[src/rtl/kitchen_timer_ctrl.sv]
// kitchen_timer_ctrl
// Sequencing controller for a M:SS BCD countdown timer with alarm.
// The push buttons load a preset from the rotary switch, start, pause and
// clear the count. The alarm lamps and buzzer sound when the count reaches 0:00.
//
// Ports:
//   CLOCK   in   1  system clock, all state on the rising edge
//   RESET   in   1  asynchronous active-high reset
//   PSW     in   4  buttons (async): [0] start/pause, [1] load, [2] stop, [3] clear
//   RSW     in   4  BCD preset minutes (10-15 clamp to 9)
//   DIG_M   out  4  minutes digit
//   DIG_ST  out  4  tens-of-seconds digit
//   DIG_S   out  4  seconds digit
//   LED     out  8  status lamps
//   BZ      out  1  buzzer drive
//   STATE   out  2  0 IDLE, 1 RUN, 2 PAUSE, 3 ALARM
module kitchen_timer_ctrl #(
  parameter int TICK_DIV  = 1000,
  parameter int BZ_DIV    = 1,
  parameter int ALARM_SEC = 30
) (
  input  logic       CLOCK,
  input  logic       RESET,
  input  logic [3:0] PSW,
  input  logic [3:0] RSW,
  output logic [3:0] DIG_M,
  output logic [3:0] DIG_ST,
  output logic [3:0] DIG_S,
  output logic [7:0] LED,
  output logic       BZ,
  output logic [1:0] STATE
);

  localparam int PW = (TICK_DIV > 1) ? $clog2(TICK_DIV) : 1;
  localparam int BW = (BZ_DIV > 1) ? $clog2(BZ_DIV) : 1;
  localparam int AW = (ALARM_SEC > 1) ? $clog2(ALARM_SEC) : 1;
  localparam logic [PW-1:0] PRESC_MAX = PW'(TICK_DIV - 1);
  localparam logic [PW-1:0] HALF      = PW'(TICK_DIV / 2);
  localparam logic [BW-1:0] BZ_MAX    = BW'(BZ_DIV - 1);
  localparam logic [AW-1:0] ALARM_MAX = AW'(ALARM_SEC - 1);

  typedef enum logic [1:0] {
    S_IDLE  = 2'd0,
    S_RUN   = 2'd1,
    S_PAUSE = 2'd2,
    S_ALARM = 2'd3
  } state_t;

  state_t        state_reg, state_next;
  logic [3:0]    psw_s1_reg, psw_s2_reg, psw_prev_reg, press_reg;
  logic [3:0]    dig_m_reg, dig_st_reg, dig_s_reg;
  logic [3:0]    dig_m_next, dig_st_next, dig_s_next;
  logic [PW-1:0] presc_reg, presc_next;
  logic [AW-1:0] alarm_cnt_reg, alarm_cnt_next;
  logic [BW-1:0] bz_cnt_reg, bz_cnt_next;
  logic          bz_phase_reg, bz_phase_next;
  logic [7:0]    led_reg, led_next;
  logic          bz_reg, bz_next;

  logic       tick, nonzero, enter_run, enter_alarm, rotate;
  logic       do_clear, do_stop, do_start, do_load;
  logic [3:0] preset, dec_m, dec_st, dec_s;
  logic       dec_zero;

  always_comb begin
    state_next     = state_reg;
    dig_m_next     = dig_m_reg;
    dig_st_next    = dig_st_reg;
    dig_s_next     = dig_s_reg;
    alarm_cnt_next = alarm_cnt_reg;
    bz_cnt_next    = bz_cnt_reg;
    bz_phase_next  = bz_phase_reg;
    led_next       = 8'h00;
    bz_next        = 1'b0;
    enter_run      = 1'b0;
    enter_alarm    = 1'b0;
    rotate         = 1'b0;

    tick       = (presc_reg == PRESC_MAX);
    presc_next = tick ? '0 : presc_reg + 1'b1;
    preset     = (RSW > 4'd9) ? 4'd9 : RSW;
    nonzero    = |{dig_m_reg, dig_st_reg, dig_s_reg};

    // Only the highest-priority press of the cycle is acted on.
    do_clear = press_reg[3];
    do_stop  = !press_reg[3] && press_reg[2];
    do_start = (press_reg[3:2] == 2'b00) && press_reg[0];
    do_load  = (press_reg[3:2] == 2'b00) && !press_reg[0] && press_reg[1];

    // One-second BCD decrement with borrow through ST into M.
    dec_m  = dig_m_reg;
    dec_st = dig_st_reg;
    dec_s  = dig_s_reg - 4'd1;
    if (dig_s_reg == 4'd0) begin
      dec_s = 4'd9;
      if (dig_st_reg != 4'd0) begin
        dec_st = dig_st_reg - 4'd1;
      end else begin
        dec_st = 4'd5;
        dec_m  = dig_m_reg - 4'd1;
      end
    end
    dec_zero = (dec_m == 4'd0) && (dec_st == 4'd0) && (dec_s == 4'd0);

    case (state_reg)
      S_IDLE: begin
        if (do_clear) begin
          {dig_m_next, dig_st_next, dig_s_next} = 12'h000;
        end else if (do_start && nonzero) begin
          enter_run = 1'b1;
        end else if (do_load) begin
          {dig_m_next, dig_st_next, dig_s_next} = {preset, 8'h00};
        end
      end
      S_RUN: begin
        // Reaching 0:00 takes precedence over any press in the same cycle.
        if (tick && dec_zero) begin
          {dig_m_next, dig_st_next, dig_s_next} = 12'h000;
          enter_alarm = 1'b1;
        end else if (do_clear) begin
          state_next = S_IDLE;
          {dig_m_next, dig_st_next, dig_s_next} = 12'h000;
        end else if (do_start) begin
          state_next = S_PAUSE;
        end else if (tick) begin
          {dig_m_next, dig_st_next, dig_s_next} = {dec_m, dec_st, dec_s};
          rotate = 1'b1;
        end
      end
      S_PAUSE: begin
        if (do_clear) begin
          state_next = S_IDLE;
          {dig_m_next, dig_st_next, dig_s_next} = 12'h000;
        end else if (do_start && nonzero) begin
          enter_run = 1'b1;
        end else if (do_load) begin
          {dig_m_next, dig_st_next, dig_s_next} = {preset, 8'h00};
        end
      end
      default: begin
        if (do_clear || do_stop || do_start) begin
          state_next = S_IDLE;
          {dig_m_next, dig_st_next, dig_s_next} = 12'h000;
        end else if (tick) begin
          if (alarm_cnt_reg == ALARM_MAX) begin
            state_next = S_IDLE;
            {dig_m_next, dig_st_next, dig_s_next} = 12'h000;
          end else begin
            alarm_cnt_next = alarm_cnt_reg + 1'b1;
          end
        end
      end
    endcase

    if (enter_run) begin
      state_next = S_RUN;
      presc_next = '0;
    end
    if (enter_alarm) begin
      state_next     = S_ALARM;
      presc_next     = '0;
      alarm_cnt_next = '0;
      bz_cnt_next    = '0;
      bz_phase_next  = 1'b1;
    end else if (state_reg == S_ALARM && state_next == S_ALARM) begin
      if (bz_cnt_reg == BZ_MAX) begin
        bz_cnt_next   = '0;
        bz_phase_next = !bz_phase_reg;
      end else begin
        bz_cnt_next = bz_cnt_reg + 1'b1;
      end
    end

    // LED and BZ are computed from next-state values so the registered
    // outputs line up with the prescaler count they are displayed against.
    case (state_next)
      S_PAUSE: led_next = 8'h01;
      S_RUN: begin
        if (enter_run)   led_next = 8'h01;
        else if (rotate) led_next = {led_reg[6:0], led_reg[7]};
        else             led_next = led_reg;
      end
      S_ALARM: begin
        led_next = (presc_next < HALF) ? 8'hFF : 8'h00;
        bz_next  = bz_phase_next && (presc_next < HALF);
      end
      default: led_next = 8'h00;
    endcase
  end

  always_ff @(posedge CLOCK or posedge RESET) begin
    if (RESET) begin
      state_reg     <= S_IDLE;
      psw_s1_reg    <= 4'h0;
      psw_s2_reg    <= 4'h0;
      psw_prev_reg  <= 4'h0;
      press_reg     <= 4'h0;
      dig_m_reg     <= 4'h0;
      dig_st_reg    <= 4'h0;
      dig_s_reg     <= 4'h0;
      presc_reg     <= '0;
      alarm_cnt_reg <= '0;
      bz_cnt_reg    <= '0;
      bz_phase_reg  <= 1'b0;
      led_reg       <= 8'h00;
      bz_reg        <= 1'b0;
    end else begin
      psw_s1_reg    <= PSW;
      psw_s2_reg    <= psw_s1_reg;
      psw_prev_reg  <= psw_s2_reg;
      press_reg     <= psw_s2_reg & ~psw_prev_reg;
      state_reg     <= state_next;
      dig_m_reg     <= dig_m_next;
      dig_st_reg    <= dig_st_next;
      dig_s_reg     <= dig_s_next;
      presc_reg     <= presc_next;
      alarm_cnt_reg <= alarm_cnt_next;
      bz_cnt_reg    <= bz_cnt_next;
      bz_phase_reg  <= bz_phase_next;
      led_reg       <= led_next;
      bz_reg        <= bz_next;
    end
  end

  assign STATE  = state_reg;
  assign DIG_M  = dig_m_reg;
  assign DIG_ST = dig_st_reg;
  assign DIG_S  = dig_s_reg;
  assign LED    = led_reg;
  assign BZ     = bz_reg;

endmodule

[config.mk]
export PLATFORM = sky130hd
export DESIGN_NAME = kitchen_timer_ctrl
export DESIGN_NICKNAME = d
export VERILOG_FILES = /design/src/rtl/kitchen_timer_ctrl.sv
export SDC_FILE = /design/constraint.sdc
export NUM_CORES = 1
export LEC_CHECK = 0
export BUFFER_PORTS_ARGS = -buffer_cell sky130_fd_sc_hd__buf_2
export CAP_MARGIN = 40
export CORE_MARGIN = 2
export CORE_UTILIZATION = 35
export CTS_CLUSTER_DIAMETER = 40
export DETAILED_ROUTE_END_ITERATION = 10
export GPL_TIMING_DRIVEN = 0
export HOLD_SLACK_MARGIN = 0.03
export SLEW_MARGIN = 40
export SYNTH_ARGS = -nofsm -noshare
export SYNTH_HDL_FRONTEND = slang
export SYNTH_SLANG_ARGS = --single-unit
[constraint.sdc]
create_clock -name CLOCK -period 4.9 [get_ports CLOCK]
set_clock_uncertainty 0.1 [all_clocks]
set_input_delay 0.98 -clock CLOCK [delete_from_list [all_inputs] [get_ports CLOCK]]
set_output_delay 0.98 -clock CLOCK [all_outputs]
set_load 0.02 [all_outputs]
==> flow_summary_export.csv, run 1 <==
group,metric,value,unit
yosys,yosysSeqAreaShare,49.46,%
critical_path,rrSetupSlack,1.87,ns
yosys,async_reset_ff_share,100.0,%
cts,numClockSinks,55,
final_layout,largest_register_ff_count,10,
cts,cts_buffers,5,
critical_path,endpoint,"LED[1]",
yosys,synth_compound_area_share,15.83,%
sta,slew_viol_final,0,
detailed_routing,first_pass_iters,4,
yosys,synth.most_common_cell,"dfrtp_1",
yosys,synth_ff_type,"dfrtp_1",
final_layout,fin_nets,337,
floorplan,start_util,36.01,%
sta,rsz0062_at_grt,"false",
floorplan,die_x,93.17,um
cts,cts_tree,"done",
yosys,netlist_top_cells_area,"dfrtp_1 49%, nor2_1 5.1%, o21ai_0 3.4%",
detailed_routing,avgViaCountPerCell,5.277,
sta,final-setup-viol-count,0,
power_and_ir_drop,p_per_area,407.9,nW/um2
critical_path,r2r_start,"presc_reg[0]",
sta,post-route-period-util,61.80,%
critical_path,arrival,3.08,ns
power_and_ir_drop,leakage,1.477,nW
detailed_routing,wl_met3,349,um
critical_path,start_kind,"flip-flop",
yosys,synth-seq-cells,55,
floorplan,num_rows,32,
yosys,synth_cell_type_count,52,
cts,post_cts_buffers,0,
yosys,synth_edf_count,0,
critical_path,cp-end-kind,"flip-flop",
cts,cts_resized,0,
floorplan,die-area,8680,um2
place,hpwlAfterDp,4458,um
power_and_ir_drop,power.total,1.300,mW
place,port_buffers,32,
sta,fmax,0.3302,GHz
yosys,ys_top_cells_by_count,"55 x dfrtp_1, 38 x nor2_1, 19 x o21ai_0",
detailed_routing,maxUsedRoutingLayer,"met4",
yosys,synthSimpleGateAreaFrac,24.28,%
sta,slew_headroom,52.93,%
yosys,synth_mux_area_share,1.799,%
place,dpl_worst_slack,1.887,ns
critical_path,reg2reg_to,"LED[1]",
yosys,ys.warnings.count,0,
final_layout,area_delta_synth_final,14.57,%
global_routing,grt_pass1_wl,10160,um
global_routing,grt_pass1_vias,2074,
critical_path,setup.worst_path.start,"presc_reg[0]",
sta,worst_pin_slew,0.6986,ns
power_and_ir_drop,peakVddDrop,0.0001516,V
global_routing,grt_max_degree,43,
yosys,synth_top_family_by_area,"simple AND/OR/NAND/NOR gates",
critical_path,critPathRequiredTime,4.95,ns
yosys,synth_fa_ha_area_share,1.799,%
floorplan,ios,33,
sta,period_needed,3.028,ns
sta,tns,0,ns
detailed_routing,wire_per_inst,14.33,um
cts,hold_buffers,0,
cts,clk_latency,0.32,ns
floorplan,die_h,93.17,um
cts,cts_buffer_depth,2,
global_routing,track_usage,14.78,%
global_routing,grt_remaining_overflow,0,
outcome,status,"finished, final reports clean",
global_routing,antenna_found_initial,0,
place,routabilityCongestion,0.8554,
critical_path,path_class,"flip-flop to flip-flop",
detailed_routing,drt-met1-wl,2885,um
cts,htreeDepth,2,
cts,path_clk_slew,0.09,ns
job,timing.max_cap.violations,0,
sta,holdWs,0.2547,ns
cts,cts-root-buf,"clkbuf_8",
sta,worst_slack,1.872,ns
yosys,synthCells,283,
yosys,synthXorXnorAreaFrac,4.092,%
detailed_routing,drt.antenna.violating_nets,0,
min_path,hold_class,"flip-flop to flip-flop",
sta,hold_viol,0,
detailed_routing,route.vias.total,2248,
yosys,avgSynthCellArea,9.833,um2
yosys,netlist.area_leader.share,49.46,%
detailed_routing,met2_length,2791,um
yosys,yosysTopAreaCell,"dfrtp_1",
critical_path,ff2ff_path_depth,8,
floorplan,core-area,7727,um2
final_layout,drive_gt1_share,17.28,%
detailed_routing,drt_iter0_markers,155,
final_layout,n_antenna_cell,0,
critical_path,cp_max_fo,8,
yosys,syn_area,2783,um2
yosys,syn_nets,297,
detailed_routing,routed_wl,6106,um
detailed_routing,drc_errors,0,
through the flow:
stage                     utilization [%]  std cells  instance area, um2
after global routing                41.26        426                3188
after floorplan                         -        283                2783
after CTS                           41.26        426                3188
final                               41.26        426                3188
after detailed placement            40.03        418                3093
after global placement              39.73        417                3070
cell families after synthesis:
kind of cell | Yosys count
and+or+nand+nor | 124
xor gates and xnor gates | 13
AOI/OAI and AO/OA | 64
muxes | 5
adders and majority gates | 4
DFF | 55
buffers and inverters | 18
per-layer routing:
layer | GRT usage (%) | vias to the layer above
met3 | 3.062 | 9
met4 | 4.534 | 0
met1 | 20.75 | 1067
met5 | 0 | -
li1 | - | 1098
met2 | 23.07 | 74
placed cells by master, fill, tap and decap left out, types with 4 or more instances in the layout:
| cell type | synthesis | routed |
|---|---|---|
| nor2b_1 | 7 | 7 |
| inv_1 | 11 | 10 |
| and2_1 | 5 | 5 |
| nand3_1 | 9 | 9 |
| nor2_1 | 38 | 38 |
| dfrtp_1 | 55 | 55 |
| xnor2_1 | 4 | 4 |
| nor4_1 | 4 | 4 |
| buf_2 | 1 | 33 |
| nand2_1 | 18 | 18 |
| xor2_1 | 9 | 9 |
| nand2b_1 | 4 | 4 |
| nand4_1 | 7 | 7 |
| clkbuf_8 | 0 | 6 |
| o31ai_1 | 5 | 5 |
| clkbuf_1 | 5 | 6 |
| o21ai_0 | 19 | 19 |
| mux2i_1 | 5 | 5 |
| ha_1 | 4 | 4 |
| nor3_1 | 7 | 7 |
| a21oi_1 | 14 | 14 |
worst min-delay path by stage:
stage,to,cells after the start,from
6_report,psw_s2_reg[1],0,psw_s1_reg[1]
5_1_grt,psw_s2_reg[3],0,psw_s1_reg[3]
4_1_cts,psw_s2_reg[1],0,psw_s1_reg[1]
3_5_place_dp,psw_s2_reg[1],0,psw_s1_reg[1]
3_3_place_gp,psw_s2_reg[0],0,psw_s1_reg[0]
2_1_floorplan,psw_s2_reg[0],0,psw_s1_reg[0]
worst max-delay path: stages (launching register included):
cell and delay, ns:
dfrtp_1 0.41, ha_1 0.16, clkbuf_1 0.28, nor2b_1 0.23
nand3_1 0.22, o21ai_0 0.54, inv_1 0.11, o21ai_0 0.59
o311ai_2 0.22
area by class of cell:
cell class,count,area [um2]
fillers,765,4539
repair buffers,33,180.2
multi-input cells,210,1330
well taps,102,127.6
plain buffers,7,35.03
clock inverters,1,8.758
inverters,11,43.79
clock buffers,7,86.33
flip-flops and latches,55,1376
report_power, final:
part / leakage (nW) / internal, mW / switching (mW) / total [mW]
Clock: 0.0484 / 0.116 / 0.146 / 0.262
Sequential: 0.719 / 0.517 / 0.0767 / 0.594
Combinational: 0.710 / 0.162 / 0.282 / 0.444
Total: 1.48 / 0.796 / 0.504 / 1.30
Note: power is estimated with default switching activity, not from simulation.
==> run 2: changes to the inputs <==
clock period = 3.18 ns   (was 4.9 ns; I/O delays follow)
==> run 2 against run 1 <==
  * Clock-buffer cell count stayed put
  * Via count barely moved
  * Combinational power is 54% higher
  * Sequential power increased by 54%
  * Global-route usage unchanged
  * Maximum frequency increased by 4.4%
  * Clock power is 54% higher
  * Sequential share of layout area unchanged
  * Utilization stayed put
  * Total power up 54%
  * Design area stayed put
  * Non-clock buffer count unchanged
==> flow_summary_export.csv, run 2 (synthesized netlist as in run 1, its figures left out) <==
group,metric,value,unit
detailed_routing,wl_met3,344,um
global_routing,antenna_found_initial,0,
final_layout,n_antenna_cell,0,
place,hpwlAfterDp,4458,um
critical_path,crit_family,"compound AO/OA/AOI/OAI gates",
detailed_routing,drt_iter0_markers,146,
floorplan,start_util,36.01,%
detailed_routing,met2_length,2807,um
floorplan,core-area,7727,um2
detailed_routing,drc_errors,0,
power_and_ir_drop,peakVddDrop,0.0002336,V
critical_path,cp-end-kind,"flip-flop",
cts,cts_buffers,5,
min_path,hold_class,"input port to async pin",
detailed_routing,drt.antenna.violating_nets,0,
job,timing.max_cap.violations,0,
critical_path,cp_common_cell,"o21ai_4",
critical_path,arrival,3.02,ns
final_layout,final_area,3188,um2
floorplan,die_x,93.17,um
critical_path,path_class,"flip-flop to flip-flop",
sta,hold_viol,0,
sta,post-route-period-util,91.25,%
power_and_ir_drop,leakage,1.477,nW
final_layout,final_common_cell,"dfrtp_1",
critical_path,setup.worst_path.start,"DIG_S[2]",
global_routing,track_usage,14.78,%
place,placed_cell_area,3093,um2
cts,path_clk_slew,0.11,ns
critical_path,critPathSlowestCell,"or4_4",
sta,rsz0062_at_grt,"false",
sta,fmax,0.3446,GHz
sta,period_needed,2.902,ns
final_layout,fillers,765,
outcome,status,"finished, final reports clean",
cts,numClockSinks,55,
detailed_routing,routed_wl,6114,um
cts,cts_tree,"done",
floorplan,ios,33,
final_layout,fin_nets,337,
final_layout,largest_register_ff_count,10,
cts,post_cts_buffers,0,
detailed_routing,avgViaCountPerCell,5.282,
global_routing,grt_max_degree,43,
sta,final-setup-viol-count,0,
floorplan,die-area,8680,um2
sta,slew_viol_final,0,
power_and_ir_drop,p_per_area,628.4,nW/um2
detailed_routing,route.vias.total,2250,
detailed_routing,wire_per_inst,14.35,um
global_routing,grt_pass1_vias,2074,
final_layout,area_delta_synth_final,14.57,%
sta,worst_pin_slew,0.7005,ns
critical_path,critPathRequiredTime,3.30,ns
sta,slew_headroom,52.80,%
cts,htreeDepth,2,
place,routabilityCongestion,0.8554,
critical_path,cp_max_fo,10,
final_layout,drive_gt1_share,17.28,%
final_layout,area.sequential,1376,um2
global_routing,grt_pass1_wl,10160,um
critical_path,start_kind,"flip-flop",
final_layout,final_cell_mix,"55 x dfrtp_1, 38 x nor2_1, 33 x buf_2",
detailed_routing,maxUsedRoutingLayer,"met4",
floorplan,die_h,93.17,um
critical_path,path_buf_inv,0,
final_layout,multiInputGateArea,1330,um2
critical_path,r2r_start,"DIG_S[2]",
floorplan,num_rows,32,
cts,cts_resized,0,
detailed_routing,drt-met1-wl,2890,um
cts,clk_latency,0.32,ns
cts,hold_buffers,0,
place,port_buffers,32,
critical_path,cpPeakStageDelay,0.59,ns
detailed_routing,first_pass_iters,4,
cts,cts_buffer_depth,2,
cts,cts-root-buf,"clkbuf_8",
global_routing,grt_remaining_overflow,0,
sta,tns,0,ns
critical_path,cp_cell_sequence,"or4_4 > nor4b_4 > o311ai_2 > o21ai_4 > o21ai_4 > a21o_1 > a22o_1",
-- run 2: changes by cell type in the layout (fill, tap and decap cells not counted) --
cell / previous run / this run
o21ai_1: 0 / 2
o21ai_0: 19 / 17
-- run 2: cell type report --
cell class | instances | area share [%]
multi-input combinational | 210 | 41.72
tap | 102 | 4.003
clock inverter | 1 | 0.2747
timing repair buffer | 33 | 5.651
sequential | 55 | 43.17
clock buffer | 7 | 2.708
buffer | 7 | 1.099
inverter | 11 | 1.374
-- run 2: per-layer routing --
| layer | GRT usage, % | vias up |
|---|---|---|
| met5 | 0 | - |
| met4 | 4.534 | 0 |
| met3 | 3.062 | 7 |
| met2 | 23.07 | 71 |
| met1 | 20.75 | 1073 |
| li1 | - | 1099 |
-- run 2: stage by stage --
step / hold slack (ns) / total power [mW] / cells / utilization (%) / setup slack [ns]
final: 0.1334 / 2.003 / 426 / 41.26 / 0.2781
after detailed placement: 0.2358 / 1.605 / 418 / 40.03 / 0.1672
after floorplan: 0.2312 / 1.402 / 283 / - / 0.5091
after global placement: 0.2316 / 1.583 / 417 / 39.73 / 0.1457
after global routing: 0.1376 / 2.144 / 426 / 41.26 / 0.04234
after CTS: 0.1282 / 2.017 / 426 / 41.26 / 0.1565
-- run 2: report_power, final --
group,internal (mW),switching (mW)
sequential,0.797,0.118
clock,0.179,0.225
combinational,0.250,0.434
total,1.23,0.777
-- run 2: final timing paths --
| check | to | slack [ns] | depth (start not counted) |
|---|---|---|---|
| max | DIG_ST[1] | 0.28 | 7 |
| min | presc_reg[0] | 0.13 | 2 |
| max reg2reg | DIG_ST[1] | 0.28 | 7 |
| min reg2reg | psw_s2_reg[1] | 0.25 | 0 |
| max in group asynchronous | STATE[0] | 2.39 | 3 |
| min in group CLOCK | psw_s2_reg[1] | 0.25 | 0 |
